**src/rtl/reg_bank_access_ctrl.sv**
```systemverilog
// Register-bank / external-RAM access controller behind the address selector.
// Optional build macro ONEHOT_CHECK_EN rejects register accesses whose Q is not one-hot.
//
// state    | meaning
// ---------+------------------------------------------------------------
// IDLE     | waiting for a CPU request; BUSY low
// DECODE   | selector outputs settle from SEL_ADD; register access or RAM launch
// RAM_WAIT | RAM_REQ held high until RAM_ACK or timeout
// DONE     | single-cycle ACK with RDATA/ERR
module reg_bank_access_ctrl #(
    parameter int DATA_W      = 16,
    parameter int NREG        = 17,
    parameter int RAM_TIMEOUT = 255
) (
    input  logic              CLK,
    input  logic              RST_N,
    input  logic              REQ,
    input  logic              WE,
    input  logic [15:0]       ADD,
    input  logic [DATA_W-1:0] WDATA,
    output logic [15:0]       SEL_ADD,
    input  logic [NREG-1:0]   Q,
    input  logic              RAM_S,
    output logic [DATA_W-1:0] RDATA,
    output logic              ACK,
    output logic              ERR,
    output logic              BUSY,
    output logic              RAM_REQ,
    output logic              RAM_WE,
    output logic [15:0]       RAM_ADDR,
    output logic [DATA_W-1:0] RAM_WDATA,
    input  logic [DATA_W-1:0] RAM_RDATA,
    input  logic              RAM_ACK
);

    typedef enum logic [1:0] {
        ST_IDLE,
        ST_DECODE,
        ST_RAM_WAIT,
        ST_DONE
    } state_t;

    localparam logic [7:0] TMO_LAST = 8'(RAM_TIMEOUT - 1);

    state_t            state;
    logic              we_q;
    logic [DATA_W-1:0] wdata_q;
    logic [7:0]        tmo_cnt;
    logic [DATA_W-1:0] regs [NREG];
    logic [DATA_W-1:0] rd_mux;
    logic              q_err;

    always_comb begin
        rd_mux = '0;
        for (int i = 0; i < NREG; i++) begin
            if (Q[i]) rd_mux = rd_mux | regs[i];
        end
    end

`ifdef ONEHOT_CHECK_EN
    assign q_err = (Q == '0) || ((Q & (Q - NREG'(1))) != '0);
`else
    assign q_err = 1'b0;
`endif

    always_ff @(posedge CLK) begin
        if (!RST_N) begin
            state     <= ST_IDLE;
            we_q      <= 1'b0;
            wdata_q   <= '0;
            tmo_cnt   <= '0;
            SEL_ADD   <= '0;
            RDATA     <= '0;
            ACK       <= 1'b0;
            ERR       <= 1'b0;
            BUSY      <= 1'b0;
            RAM_REQ   <= 1'b0;
            RAM_WE    <= 1'b0;
            RAM_ADDR  <= '0;
            RAM_WDATA <= '0;
            for (int i = 0; i < NREG; i++) regs[i] <= '0;
        end else begin
            ACK <= 1'b0;
            case (state)
                ST_IDLE: begin
                    if (REQ) begin
                        SEL_ADD <= ADD;
                        we_q    <= WE;
                        wdata_q <= WDATA;
                        BUSY    <= 1'b1;
                        state   <= ST_DECODE;
                    end
                end
                ST_DECODE: begin
                    if (RAM_S) begin
                        RAM_REQ   <= 1'b1;
                        RAM_WE    <= we_q;
                        RAM_ADDR  <= SEL_ADD;
                        RAM_WDATA <= wdata_q;
                        tmo_cnt   <= '0;
                        state     <= ST_RAM_WAIT;
                    end else begin
                        ACK   <= 1'b1;
                        state <= ST_DONE;
                        if (q_err) begin
                            RDATA <= '0;
                            ERR   <= 1'b1;
                        end else begin
                            ERR <= 1'b0;
                            // without the one-hot check, a multi-hot Q writes every selected register
                            if (we_q) begin
                                for (int i = 0; i < NREG; i++) begin
                                    if (Q[i]) regs[i] <= wdata_q;
                                end
                            end else begin
                                RDATA <= rd_mux;
                            end
                        end
                    end
                end
                ST_RAM_WAIT: begin
                    // RAM_ACK takes priority over a timeout in the same cycle
                    if (RAM_ACK) begin
                        RAM_REQ <= 1'b0;
                        RAM_WE  <= 1'b0;
                        RDATA   <= we_q ? '0 : RAM_RDATA;
                        ERR     <= 1'b0;
                        ACK     <= 1'b1;
                        state   <= ST_DONE;
                    end else if (tmo_cnt == TMO_LAST) begin
                        RAM_REQ <= 1'b0;
                        RAM_WE  <= 1'b0;
                        RDATA   <= '0;
                        ERR     <= 1'b1;
                        ACK     <= 1'b1;
                        state   <= ST_DONE;
                    end else begin
                        tmo_cnt <= tmo_cnt + 8'd1;
                    end
                end
                ST_DONE: begin
                    BUSY  <= 1'b0;
                    state <= ST_IDLE;
                end
                default: state <= ST_IDLE;
            endcase
        end
    end

endmodule
```
**config.mk**
```make
export PLATFORM = sky130hd
export DESIGN_NAME = reg_bank_access_ctrl
export DESIGN_NICKNAME = d
export VERILOG_FILES = /design/src/rtl/reg_bank_access_ctrl.sv
export SDC_FILE = /design/constraint.sdc
export NUM_CORES = 1
export LEC_CHECK = 0
export BUFFER_PORTS_ARGS = -buffer_cell sky130_fd_sc_hd__buf_2
export CORE_UTILIZATION = 46
export DETAILED_ROUTE_END_ITERATION = 7
export PLACE_DENSITY = 0.64
export SETUP_SLACK_MARGIN = 0.05
export SLEW_MARGIN = 40
export SYNTH_ARGS = -nofsm -noshare
export SYNTH_HDL_FRONTEND = slang
export SYNTH_SLANG_ARGS = --single-unit
```
**constraint.sdc**
```tcl
create_clock -name CLK -period 2.87 [get_ports CLK]
set_clock_uncertainty 0.15 [all_clocks]
set_input_delay 0.574 -clock CLK [delete_from_list [all_inputs] [get_ports CLK]]
set_output_delay 0.574 -clock CLK [all_outputs]
set_load 0.1 [all_outputs]
```
Yosys cells after proc, flatten, opt, wreduce, memory -nomap -nowiden
Memories as Yosys holds them, arrays and structs flattened. Cells that the tools add are included.

Equal/unequal tests: 11. Add/sub/neg operators: 1. Mux-type cells: 168. Bitwise operators: 33. Reductions and logical operators: 11.

Operators by type and width (count): $mux W16 (39); $or A16 B16 Y16 (16); $mux W1 (115); $pmux W16 S2 (1); $mux W8 (3); $or A1 B1 Y1 (17); $pmux W8 S2 (1); $ne A2 B2 Y1 const B (6); $pmux W1 S2 (5); $add A8 B1 Y8 const B (1); $eq A8 B8 Y1 const B (1); $pmux W2 S4 (1); $reduce_and A2 Y1 (4); $reduce_and A4 Y1 (2); $mux W2 (3); $reduce_and A3 Y1 (2); $eq A2 B2 Y1 const B (2); $reduce_bool A2 Y1 (2); $ne A3 B3 Y1 const B (1); $eq A2 B1 Y1 const B (1); $logic_not A2 Y1 (1).

Memories kept: 1. Bits in writable memories: 272. Word-level logic and storage cells: 238. Register bits: 96. Output and inout port bits: 69. Input port bits: 71.

Memories: regs (depth 17, bits a word 16, read ports 17, clocked after Yosys merged registers in 0, write ports 17, line 49) `logic [DATA_W-1:0] regs [NREG];`.

Depth between registers and ports, before layout
Gate-level depths: netlist (run 1). An unclocked memory read counts as a cell.

Depth in word-level cells: 37. Gate-level depth with buffers: 10. Gate-level depth less buffers: 7.

Least setup slack after synthesis (run 1)
OpenSTA, ideal clock, no wires.

Path type: reg-to-reg. Start point: register state[1]. End point: memory regs[11][0] (netlist: regs[0][176]) (enable). Path buffers: 3. Data arrival time: 1.840 ns. Cell stages (with the launch flop): 10. Clock period less this slack: 2.362 ns. Slack: 0.508 ns. Cells stage by stage: dfxtp_1 -> inv_1 -> ha_1 -> buf_2 -> and2b_1 -> and3_1 -> buf_2 -> buf_2 -> nand2_1 -> nand2_1.

RTL lines: from (decl) (line 45) `state_t state;`; from (signal assigned) (line 68) `state <= ST_IDLE;`; from (signal assigned) (line 91) `state <= ST_DECODE;`; from (signal assigned) (line 101) `state <= ST_RAM_WAIT;`; to (decl) (line 49).

==> metrics.md, run 1 <==
| Metric | Value |
|---|---|
| Outcome | `complete, no violations` |
| Sink Count | `368` |
| Hold depth | `3` |
| Crit path launch | `state[1]` |
| Iteration-0 DRC Markers | `between 900 and 1000` |
| WL/cell | `24.2 um` |
| Starting density of the core | `0.468` |
| Dpl hpwl | `24300 um` |
| Clock buffer depth | `3` |
| TritonCTS buffer count | `38` |
| Setup TNS | `0 ps` |
| Synth cell types | `43` |
| Hold Buf Count CTS | `0` |
| R2r setup slk | `roughly 440 ps` |
| TritonRoute pass-1 iters | `5` |
| DRC Markers | `0` |
| Clk pin slew, worst setup/hold paths | `60 ps` |
| Final Cycle Share | `0.847` |
| Crit path arrival time | `2520 ps` |
| Rel. slew slack | `0.615` |
| TritonCTS clock tree | `yes` |
| Vias in the first global route | `8959` |
| Kind of critical path | `reg -> reg` |
| Synth top cells by count | `edfxtp_1, nand2_1, dfxtp_1` |
| First-pass GRT wire length | `56200 um` |
| Share of layout cells above drive strength 1 | `0.230` |
| Overall Power | `between 10000 and 15000 uW` |
| # rows | `63` |
| R2R Path Start | `state[1]` |
| Crit-path cells | `inv_1 -> ha_1 -> and2b_1 -> and3_1 -> buf_4 -> buf_4 -> nand2_1 -> nand2_1 -> buf_4` |
| CP required | `2950 ps` |
| Max FO, Critical Path | `14` |
| RSZ-0062 raised after global routing | `false` |
| Max cap viols | `0` |
| Reg2Reg Capture Point | `regs[0][4]` |
| Number of setup buffers added after CTS | `0` |
| # nets final | `about 1300` |
| P_leak | `slightly above 0.006 uW` |
| Post-Syn Area | `13900 um2` |
| Area growth, synth to finish | `18.8%` |
| ANT nets after route | `0` |
| Syn_nets | `1085` |
| Critical-path top delay cell | `nand2_1` |
| Synth async-reset ratio | `0` |
| Power density over cell area | `between 800 and 900 nW/um2` |
| Die height | `176 um` |
| Post-layout minimum cycle time | `2430 ps` |
| Most used cell, CP | `buf_4` |
| Main synth FF type | `edfxtp_1` |
| Remaining global-route overflow | `0` |
| Setup-failing EPs final | `0` |
| Post-CTS Resized | `0` |
| R2R depth | `9` |
| Achievable frequency | `411 MHz` |
| Actual slew at the worst max-slew pin | `~580 ps` |
| Total GRT Usage | `0.250` |
| Worst vdd ir | `around 0.00033 V` |
| Post-synthesis sequential area ratio | `0.725` |
| Die W | `~180 um` |
| Final wirelength | `between 30000 and 40000 um` |
| Hold Path Class | `in -> reg` |
| Final Slew Violations | `0` |
| Fin. Hold Viols | `0` |
| Largest net degree at the start of global routing | `57` |
| Skew-Pair Late Insertion Delay | `roughly 520 ps` |
| CP Capture Type | `flip-flop` |
| Vias/cell | `5.79` |
| Count leader, synth | `edfxtp_1` |
| CORE AREA | `29700 um2` |
| Die Area | `30900 um2` |
| Seq cells post-synth | `368` |
| Placer's final routability congestion estimate | `0.835` |
| Largest cells by area after synthesis | `edfxtp_1, dfxtp_1, nand2_1, a22oi_1, a21boi_0` |
| Depth of the CTS H-tree | `2` |
| Hold endpoint | `SEL_ADD[5]` |
| Via count | `9261` |
| Synth area leader | `edfxtp_1` |
| Mapped Avg Cell Area | `roughly 14 um2` |
| IO Pins | `140` |
| Max incr delay on CP | `between 300 and 400 ps` |
| Post-synth EDFFs | `272` |
| # diodes | `0` |
| Synth Warn # | `0` |
| Initial antenna violation count | `0` |
| IO buf count | `139` |
| Hold_sp | `ADD[5]` |
| Top-area cell type share of the netlist area | `0.587` |
| Crit start category | `flip-flop` |
| Instance count of the mapped netlist | `roughly 1000` |
| Root Driver | `clkbuf_16` |
[registers in the layout, summed over array words and instances (netlist names)]
signal	count
regs	272
RAM_ADDR	16
RAM_WDATA	16
RDATA	16
SEL_ADD	16
wdata_q	16
tmo_cnt	8
state	2
ACK	1
BUSY	1
ERR	1
RAM_REQ	1
RAM_WE	1
we_q	1
[report_power, final]
| group | switching (uW) | total [uW] | internal [uW] |
|---|---|---|---|
| clock | 1990 | 5030 | 3040 |
| sequential | 183 | 6230 | 6050 |
| combinational | 2180 | 2740 | 554 |
[kinds of logic (layout without fill, tap and decap cells)]
| group | count (synthesis) | count (layout) | share of synthesized area |
|---|---|---|---|
| muxes | 1 | 1 | 0.000810 |
| xor gates and xnor gates | 6 | 6 | 0.00378 |
| AOI/OAI and AO/OA | 271 | 271 | 0.147 |
| adders and majority gates | 6 | 6 | 0.00540 |
| and+or+nand+nor | 279 | 279 | 0.0916 |
| DFF | 368 | 368 | 0.725 |
| buffers and inverters | 77 | 278 | 0.0264 |
[critical path: cells and delay by family (launching register included)]
family / cells / cell delay (ps)
AND/OR/NAND/NOR: 4 / 790
buffers and inverters: 4 / 700
flip-flops: 1 / 320
adder cells (fa/ha/maj): 1 / 190
[layer usage]
layer | part of all wire | global-route usage | vias to the layer above
met2 | 0.48 | 0.410 | 399
met4 | 0.032 | 0.0913 | 0
met1 | 0.40 | 0.333 | 4607
li1 | - | - | 4170
met5 | 0 | 0 | -
met3 | 0.084 | 0.0455 | 85
[worst max-delay path by stage]
stage                         endpoint  slack (ps)
after floorplan           regs[0][176]         510
after global placement       RDATA[10]         330
after detailed placement    regs[0][9]         320
after CTS                   regs[0][1]         460
after global routing      regs[0][223]         290
final                       regs[0][4]         440
[area by class of cell]
type,instances,area (um2)
clock buffers,46,1040
clock inverters,24,239
fillers,2421,13200
inverters,4,15.0
multi-input cells,563,3450
flip-flops and latches,368,10100
well taps,390,488
repair buffers,204,1200
[cells in the final DEF (no fill, tap or decap), drive strengths merged, types with 5 or more instances in the layout]
cell    netlist  layout
nand2b        5       5
a31oi        17      17
bufinv        0       5
nand4        20      20
ha            6       6
a222oi       16      16
o21bai       16      16
edfxtp      272     272
and2         19      19
dfxtp        96      96
clkbuf       46      46
nor2         13      13
buf          27     204
nand2       190     190
xnor2         6       6
o21ai        25      25
nand3        21      21
clkinv        0      15
a221oi       16      16
a21boi       67      67
a22oi        80      80
a22o         16      16
a21oi        10      10
[through the flow]
stage | std cells | worst slack [ps] | hold WS, ps | util | cell area [um2]
after floorplan | 1008 | 508 | 300 | - | 13900
after global placement | 1529 | 326 | 288 | 0.513 | 15200
after detailed placement | 1529 | 316 | 293 | 0.513 | 15200
after CTS | 1599 | 460 | 132 | 0.556 | 16500
after global routing | 1599 | 289 | 137 | 0.556 | 16500
final | 1599 | 438 | 151 | 0.556 | 16500
No activity file was read; power rests on OpenSTA's default activity.
==> run 2: changes to the inputs <==
ABC_AREA = 1   (was default)
PLACE_DENSITY = 0.66   (was 0.64)
clock period = 2 ns   (was 2.87 ns; I/O delays follow)
==> metrics.md, run 2 <==
| Metric | Value |
|---|---|
| Outcome | `finished with violations` |
| Failing checks | `setup timing` |
| Post-synth EDFFs | `272 (unchanged)` |
| Via count | `11200 (+21%)` |
| Largest net degree at the start of global routing | `60 (+5.3%)` |
| IO Pins | `140 (unchanged)` |
| Die height | `181 um (+3.0%)` |
| WL/cell | `19.2 um (-20%)` |
| CP required | `2120 ps (-830 ps)` |
| Fin. Hold Viols | `0 (unchanged)` |
| RSZ-0062 raised after global routing | `true` |
| Share of layout cells above drive strength 1 | `0.203 (-0.0264)` |
| Mapped Avg Cell Area | `9.82 um2 (-29%)` |
| R2r setup slk | `-110 ps (-550 ps)` |
| CORE AREA | `31600 um2 (+6.2%)` |
| Post-Syn Area | `14800 um2 (+6.3%)` |
| Post-route insts no fill | `2177 (+36%)` |
| Depth of the CTS H-tree | `2 (unchanged)` |
| Power density over cell area | `1330 nW/um2 (+57%)` |
| Initial antenna violation count | `3 (+3)` |
| Crit path arrival time | `2220 ps (-300 ps)` |
| Final wirelength | `41900 um (+8.3%)` |
| Skew-Pair Late Insertion Delay | `510 ps (about the same)` |
| ANT nets after route | `0 (unchanged)` |
| Instance count of the mapped netlist | `1505 (+49%)` |
| Reg with most FFs | `regs` |
| Total GRT Usage | `0.256 (+0.00572)` |
| Sink Count | `368 (unchanged)` |
| Syn_nets | `1582 (+46%)` |
| Synth async-reset ratio | `0 (unchanged)` |
| Final Slew Violations | `0 (unchanged)` |
| Post-layout minimum cycle time | `2110 ps (-324 ps)` |
| Fillers | `2708 (+12%)` |
| Remaining global-route overflow | `0 (unchanged)` |
| Kind of critical path | `reg -> reg` |
| Max reg flops | `272 (unchanged)` |
| Hold Path Class | `in -> reg` |
| Crit-path cells | `inv_2 -> ha_4 -> inv_2 -> nor2_4 -> buf_12 -> nand3_1 -> nand2_1 -> nor2_1 -> nand3_2 -> buf_6 -> nand2_2 -> clkinvlp_4 -> buf_12` |
| Area growth, synth to finish | `23.1%` |
| TritonCTS buffer count | `39 (+2.6%)` |
| Die W | `181 um (+3.0%)` |
| Most frequent cells in the layout | `nand2_1, edfxtp_1, nor2_1` |
| Root Driver | `clkbuf_16` |
| Largest cells by area after synthesis | `edfxtp_1, nand2_1, dfxtp_1, nor2_1, o21ai_0` |
| Dpl hpwl | `26000 um (+7.2%)` |
| Final Cycle Share | `1.05 (+0.207)` |
| Commonest non-fill, non-tap cell in the layout | `nand2_1` |
| Max incr delay on CP | `340 ps (about the same)` |
| Vias/cell | `5.15 (-11%)` |
| Max cap viols | `0 (unchanged)` |
| Worst vdd ir | `0.00124 V (+280%)` |
| Synth cell types | `25 (-42%)` |
| Die Area | `32900 um2 (+6.2%)` |
| P_leak | `0.00812 uW (+31%)` |
| Count leader, synth | `nand2_1` |
| CP Capture Type | `flip-flop` |
| Design Area, Final | `18200 um2 (+10%)` |
| Largest delay share family, worst path | `buffers and inverters` |
| Crit start category | `flip-flop` |
| # rows | `65 (+3.2%)` |
| Placer's final routability congestion estimate | `0.911 (+9.2%)` |
| Multi-input logic area | `4200 um2 (+22%)` |
| Starting density of the core | `0.468 (about the same)` |
| Synth Warn # | `0 (unchanged)` |
| First-pass GRT wire length | `62600 um (+11%)` |
| Rel. slew slack | `0.639 (+0.0244)` |
| TritonCTS clock tree | `yes` |
| Final Util | `0.577 (+0.0205)` |
| CP Buf/Inv Count | `6 (+2)` |
| Register area | `10100 um2 (about the same)` |
| Vias in the first global route | `10600 (+18%)` |
| TritonRoute pass-1 iters | `7 (+2)` |
| Achievable frequency | `474 MHz (+15%)` |
| Post-synthesis sequential area ratio | `0.683 (-0.0427)` |
| Main synth FF type | `edfxtp_1` |
| Fin worst setup slack | `-108 ps (-546 ps)` |
| DRC Markers | `0 (unchanged)` |
| Cell Area, Placed | `16400 um2 (+7.6%)` |
| Inst Count DP | `2067 (+35%)` |
| IO buf count | `139 (unchanged)` |
| Seq cells post-synth | `368 (unchanged)` |
| Setup-failing EPs final | `231 (+231)` |
| Top-area cell type share of the netlist area | `0.553 (-0.0346)` |
| Max FO, Critical Path | `17 (+3)` |
| # nets final | `1822 (+45%)` |
| Clock buffer depth | `3 (unchanged)` |
| Synth area leader | `edfxtp_1` |
| Iteration-0 DRC Markers | `1065 (+8.2%)` |
| Overall Power | `24200 uW (+73%)` |
| Synth top cells by count | `nand2_1, edfxtp_1, nor2_1` |
| Actual slew at the worst max-slew pin | `542 ps (-36.6 ps)` |
| Clk pin slew, worst setup/hold paths | `60 ps (about the same)` |
| Critical-path top delay cell | `dfxtp_2` |
==> run 2: tightest hold or removal path: stages <==
cell     delay, ps
buf_2           70
o21ai_0         70
nor2_1          90
==> run 2: worst paths after layout <==
check | start | to | cells after the start
setup / recovery | state[1] | regs[0][242] | 13
hold / removal | ADD[4] | SEL_ADD[4] | 3
setup reg to reg | state[1] | regs[0][242] | 13
hold reg to reg | RAM_WDATA[0] | RAM_WDATA[0] | 2
==> run 2: cell families after synthesis <==
logic type | count (synthesis) | synth area share
adder cells (fa/ha/maj) | 6 | 0.00508
AND/OR/NAND/NOR | 836 | 0.219
buffers and inverters | 168 | 0.0480
XOR/XNOR | 3 | 0.00178
flip-flops | 368 | 0.683
AO/OA/AOI/OAI | 124 | 0.0433
==> run 2: where the power goes <==
group / switching [uW] / internal, uW
Sequential: 537 / 9240
Combinational: 5930 / 1740
Clock: 2850 / 3950
Total: 9310 / 14900
==> run 2: through the flow <==
step / hold slack, ps / setup TNS, ps / setup slack, ps
6_report: 5.30 / -10830 / -108
5_1_grt: 11.4 / -32880 / -177
4_1_cts: 0.506 / -3830 / -57.5
3_5_place_dp: 318 / -28750 / -193
3_3_place_gp: 310 / -25400 / -168
2_1_floorplan: 323 / -1200 / -37.6
==> run 2: layout make-up <==
class / count / area share
antenna: 1 / 0.000138
clock buffer: 61 / 0.0633
clock inverter: 9 / 0.00241
inverter: 97 / 0.0230
multi-input combinational: 973 / 0.231
sequential: 368 / 0.555
tap: 402 / 0.0276
timing repair buffer: 257 / 0.0945
timing repair inverter: 9 / 0.00351
==> run 2: timing repair <==
| action | CTS | global route |
|---|---|---|
| setup buffers | 3 | 2 |
| hold buffers | 21 | 0 |
| pin swaps | 2 | 6 |
| endpoints found under the hold margin | 21 | 0 |
| resized for setup | 42 | 25 |
| setup endpoints to repair | 302 | 343 |
| gates cloned | 7 | 6 |
==> run 2: metal layers <==
| metal | track usage | wire length (um) |
|---|---|---|
| met5 | 0 | 5 |
| met4 | 0.0946 | 1490 |
| met3 | 0.0484 | 3840 |
| met2 | 0.406 | 19200 |
| met1 | 0.351 | 17300 |
==> run 3: changes to the inputs <==
CTS_BUF_LIST = sky130_fd_sc_hd__clkbuf_2   (was default)
HOLD_SLACK_MARGIN = 0.05   (was default)
==> metrics.md, run 3 (synthesis results as in run 2) <==
| Metric | Value |
|---|---|
| Outcome | `finished with violations` |
| Failing checks | `DRC, setup timing` |
| P_leak | `0.00864 uW (+6.5%)` |
| ANT nets after route | `0 (unchanged)` |
| Clock buffer depth | `3 (unchanged)` |
| Die height | `181 um (unchanged)` |
| Int Pwr | `14700 uW (-1.9%)` |
| Max reg flops | `272 (unchanged)` |
| Logic pwr share | `0.380 (+0.064)` |
| TritonCTS buffer count | `90 (+130%)` |
| Fin. Hold Viols | `0 (unchanged)` |
| Setup-failing EPs final | `264 (+14%)` |
| Post-route insts no fill | `2311 (+6.2%)` |
| Hold endpoint | `regs[0][239]` |
| Sequential share of power | `0.412 (+0.009)` |
| RSZ-0062 raised after global routing | `true` |
| Setup TNS | `-12790 ps (-1960 ps)` |
| Die W | `181 um (unchanged)` |
| Worst vdd ir | `0.00109 V (-12%)` |
| Share of layout cells above drive strength 1 | `0.279 (+0.0751)` |
| # nets final | `1921 (+5.4%)` |
| Final Cycle Share | `1.06 (+0.0105)` |
| Area growth, synth to finish | `31.7%` |
| Final Slew Violations | `0 (unchanged)` |
| Crit start category | `flip-flop` |
| Placer's final routability congestion estimate | `0.911 (unchanged)` |
| Reg2Reg Capture Point | `regs[0][83]` |
| Crit path arrival time | `2600 ps (+380 ps)` |
| Starting density of the core | `0.468 (unchanged)` |
| Clock power share | `0.208 (-0.072)` |
| Inst Count DP | `2067 (unchanged)` |
| R2R Path Start | `state[1]` |
| CP Capture Type | `flip-flop` |
| Vias/cell | `5.19 (+0.87%)` |
| Reg with most FFs | `regs` |
| Hold_sp | `Q[14]` |
| CORE AREA | `31600 um2 (unchanged)` |
| Crit path launch | `state[1]` |
| Sw Ratio | `0.405 (+0.0215)` |
| Max FO, Critical Path | `15 (-2)` |
| Dpl hpwl | `26000 um (unchanged)` |
| First-pass GRT wire length | `68200 um (+9.0%)` |
| Post-layout minimum cycle time | `2130 ps (+21.1 ps)` |
| WL/cell | `19.8 um (+2.7%)` |
| Actual slew at the worst max-slew pin | `581 ps (+39.1 ps)` |
| Final wirelength | `45700 um (+9.0%)` |
| Power density over cell area | `1270 nW/um2 (-5.0%)` |
| Remaining global-route overflow | `0 (unchanged)` |
| DRC Markers | `5 (+5)` |
| Fin worst setup slack | `-129 ps (-21.1 ps)` |
| IO Pins | `140 (unchanged)` |
| Depth of the CTS H-tree | `3 (+1)` |
| Sink Count | `368 (unchanged)` |
| TritonCTS clock tree | `yes` |
| Total GRT Usage | `0.279 (+0.0234)` |
| Root Driver | `clkbuf_2` |
| Hold Path Class | `in -> reg` |
| R2R depth | `13 (unchanged)` |
| TritonRoute pass-1 iters | `8 (+1)` |
| Clk pin slew, worst setup/hold paths | `110 ps (+50 ps)` |
| Kind of critical path | `reg -> reg` |
| R2r setup slk | `-130 ps (-20 ps)` |
| IO buf count | `139 (unchanged)` |
| CP required | `2470 ps (+350 ps)` |
| Skew-Pair Late Insertion Delay | `920 ps (+410 ps)` |
| Achievable frequency | `470 MHz (-0.99%)` |
| Rel. slew slack | `0.613 (-0.0261)` |
| Commonest non-fill, non-tap cell in the layout | `nand2_1` |
| Largest net degree at the start of global routing | `60 (unchanged)` |
| Iteration-0 DRC Markers | `916 (-14%)` |
| Via count | `12000 (+7.1%)` |
| Most frequent cells in the layout | `nand2_1, edfxtp_1, nor2_1` |
| Initial antenna violation count | `5 (+2)` |
| Hold depth | `5 (+2)` |
| Vias in the first global route | `12000 (+14%)` |
| # rows | `65 (unchanged)` |
| Die Area | `32900 um2 (unchanged)` |
| NetSw | `9990 uW (+7.4%)` |
| Max cap viols | `0 (unchanged)` |
## run 3: cell count changes in the layout (fill, tap and decap cells not counted), sizes merged
cell and change:
nand2 -1, dlygate4sd3 +35, clkinvlp +3, clkinv +8
clkbuf +69, buf +15, bufinv +3, diode +2
## run 3: critical path, stage by stage, from the launching register on
cell and delay, ps:
dfxtp_2 360, inv_2 50, ha_4 150, inv_2 60, nor2_4 40, buf_12 140, nand3_1 90, nand2_1 60
nor2_1 120, nand3_2 130, buf_6 170, nand2_8 70, buf_12 120, clkinvlp_4 140
## run 3: through the flow
step	util	power, uW	setup slack [ps]	instance area [um2]	hold slack [ps]
after floorplan	-	15200	-37.6	14800	323
after global placement	0.520	17000	-168	16400	310
after detailed placement	0.520	17100	-193	16400	318
after CTS	0.612	24200	-101	19300	53.5
after global routing	0.617	25700	-226	19500	62.7
final	0.617	24600	-129	19500	114
## run 3: timing repair
| item | 4_1_cts | 5_1_grt |
|---|---|---|
| resized for setup | 394 | 31 |
| pin swaps | 1 | 2 |
| endpoints found under the hold margin | 107 | 4 |
| buffers inserted | 16 | 4 |
| endpoints found under the setup margin | 362 | 424 |
| gates cloned | 9 | 2 |
| hold buffers | 55 | 1 |
## run 3: layout make-up
type | count | area (um2)
Antenna cell | 3 | 7.51
Clock buffer | 130 | 651
Clock inverter | 24 | 184
Fill cell | 2473 | 12100
Inverter | 97 | 422
Multi-Input combinational cell | 972 | 4210
Sequential cell | 368 | 10200
Tap cell | 402 | 503
Timing Repair Buffer | 307 | 3230
Timing Repair inverter | 8 | 58.8
## run 3: power groups by stage
stage / combinational, uW / sequential, uW / clock [uW]
after global placement: 7180 / 9860 / 0
after global routing: 9870 / 10200 / 5580
final: 9370 / 10200 / 5120
after CTS: 8930 / 10100 / 5180
after detailed placement: 7250 / 9880 / 0
after floorplan: 2470 / 12700 / 0
## run 3: worst max path at each step
stage	to	slack, ps	depth (start not counted)
CTS	RAM_WDATA[12]	-100	1
global route	regs[0][83]	-230	13
floorplan	regs[0][192]	-40	3
global placement	regs[0][96]	-170	12
finish	regs[0][83]	-130	13
detailed placement	regs[0][164]	-190	12
## run 3: metal layers
layer  wire (um)  part of all wire  vias to the layer above  global-route usage
met2       22100              0.48                      603               0.463
met4        1670             0.037                        2               0.124
met3        4090             0.089                      123              0.0760
met5          17           0.00037                        -                   0
met1       17800              0.39                     5656               0.342
li1            -                 -                     5619                   -
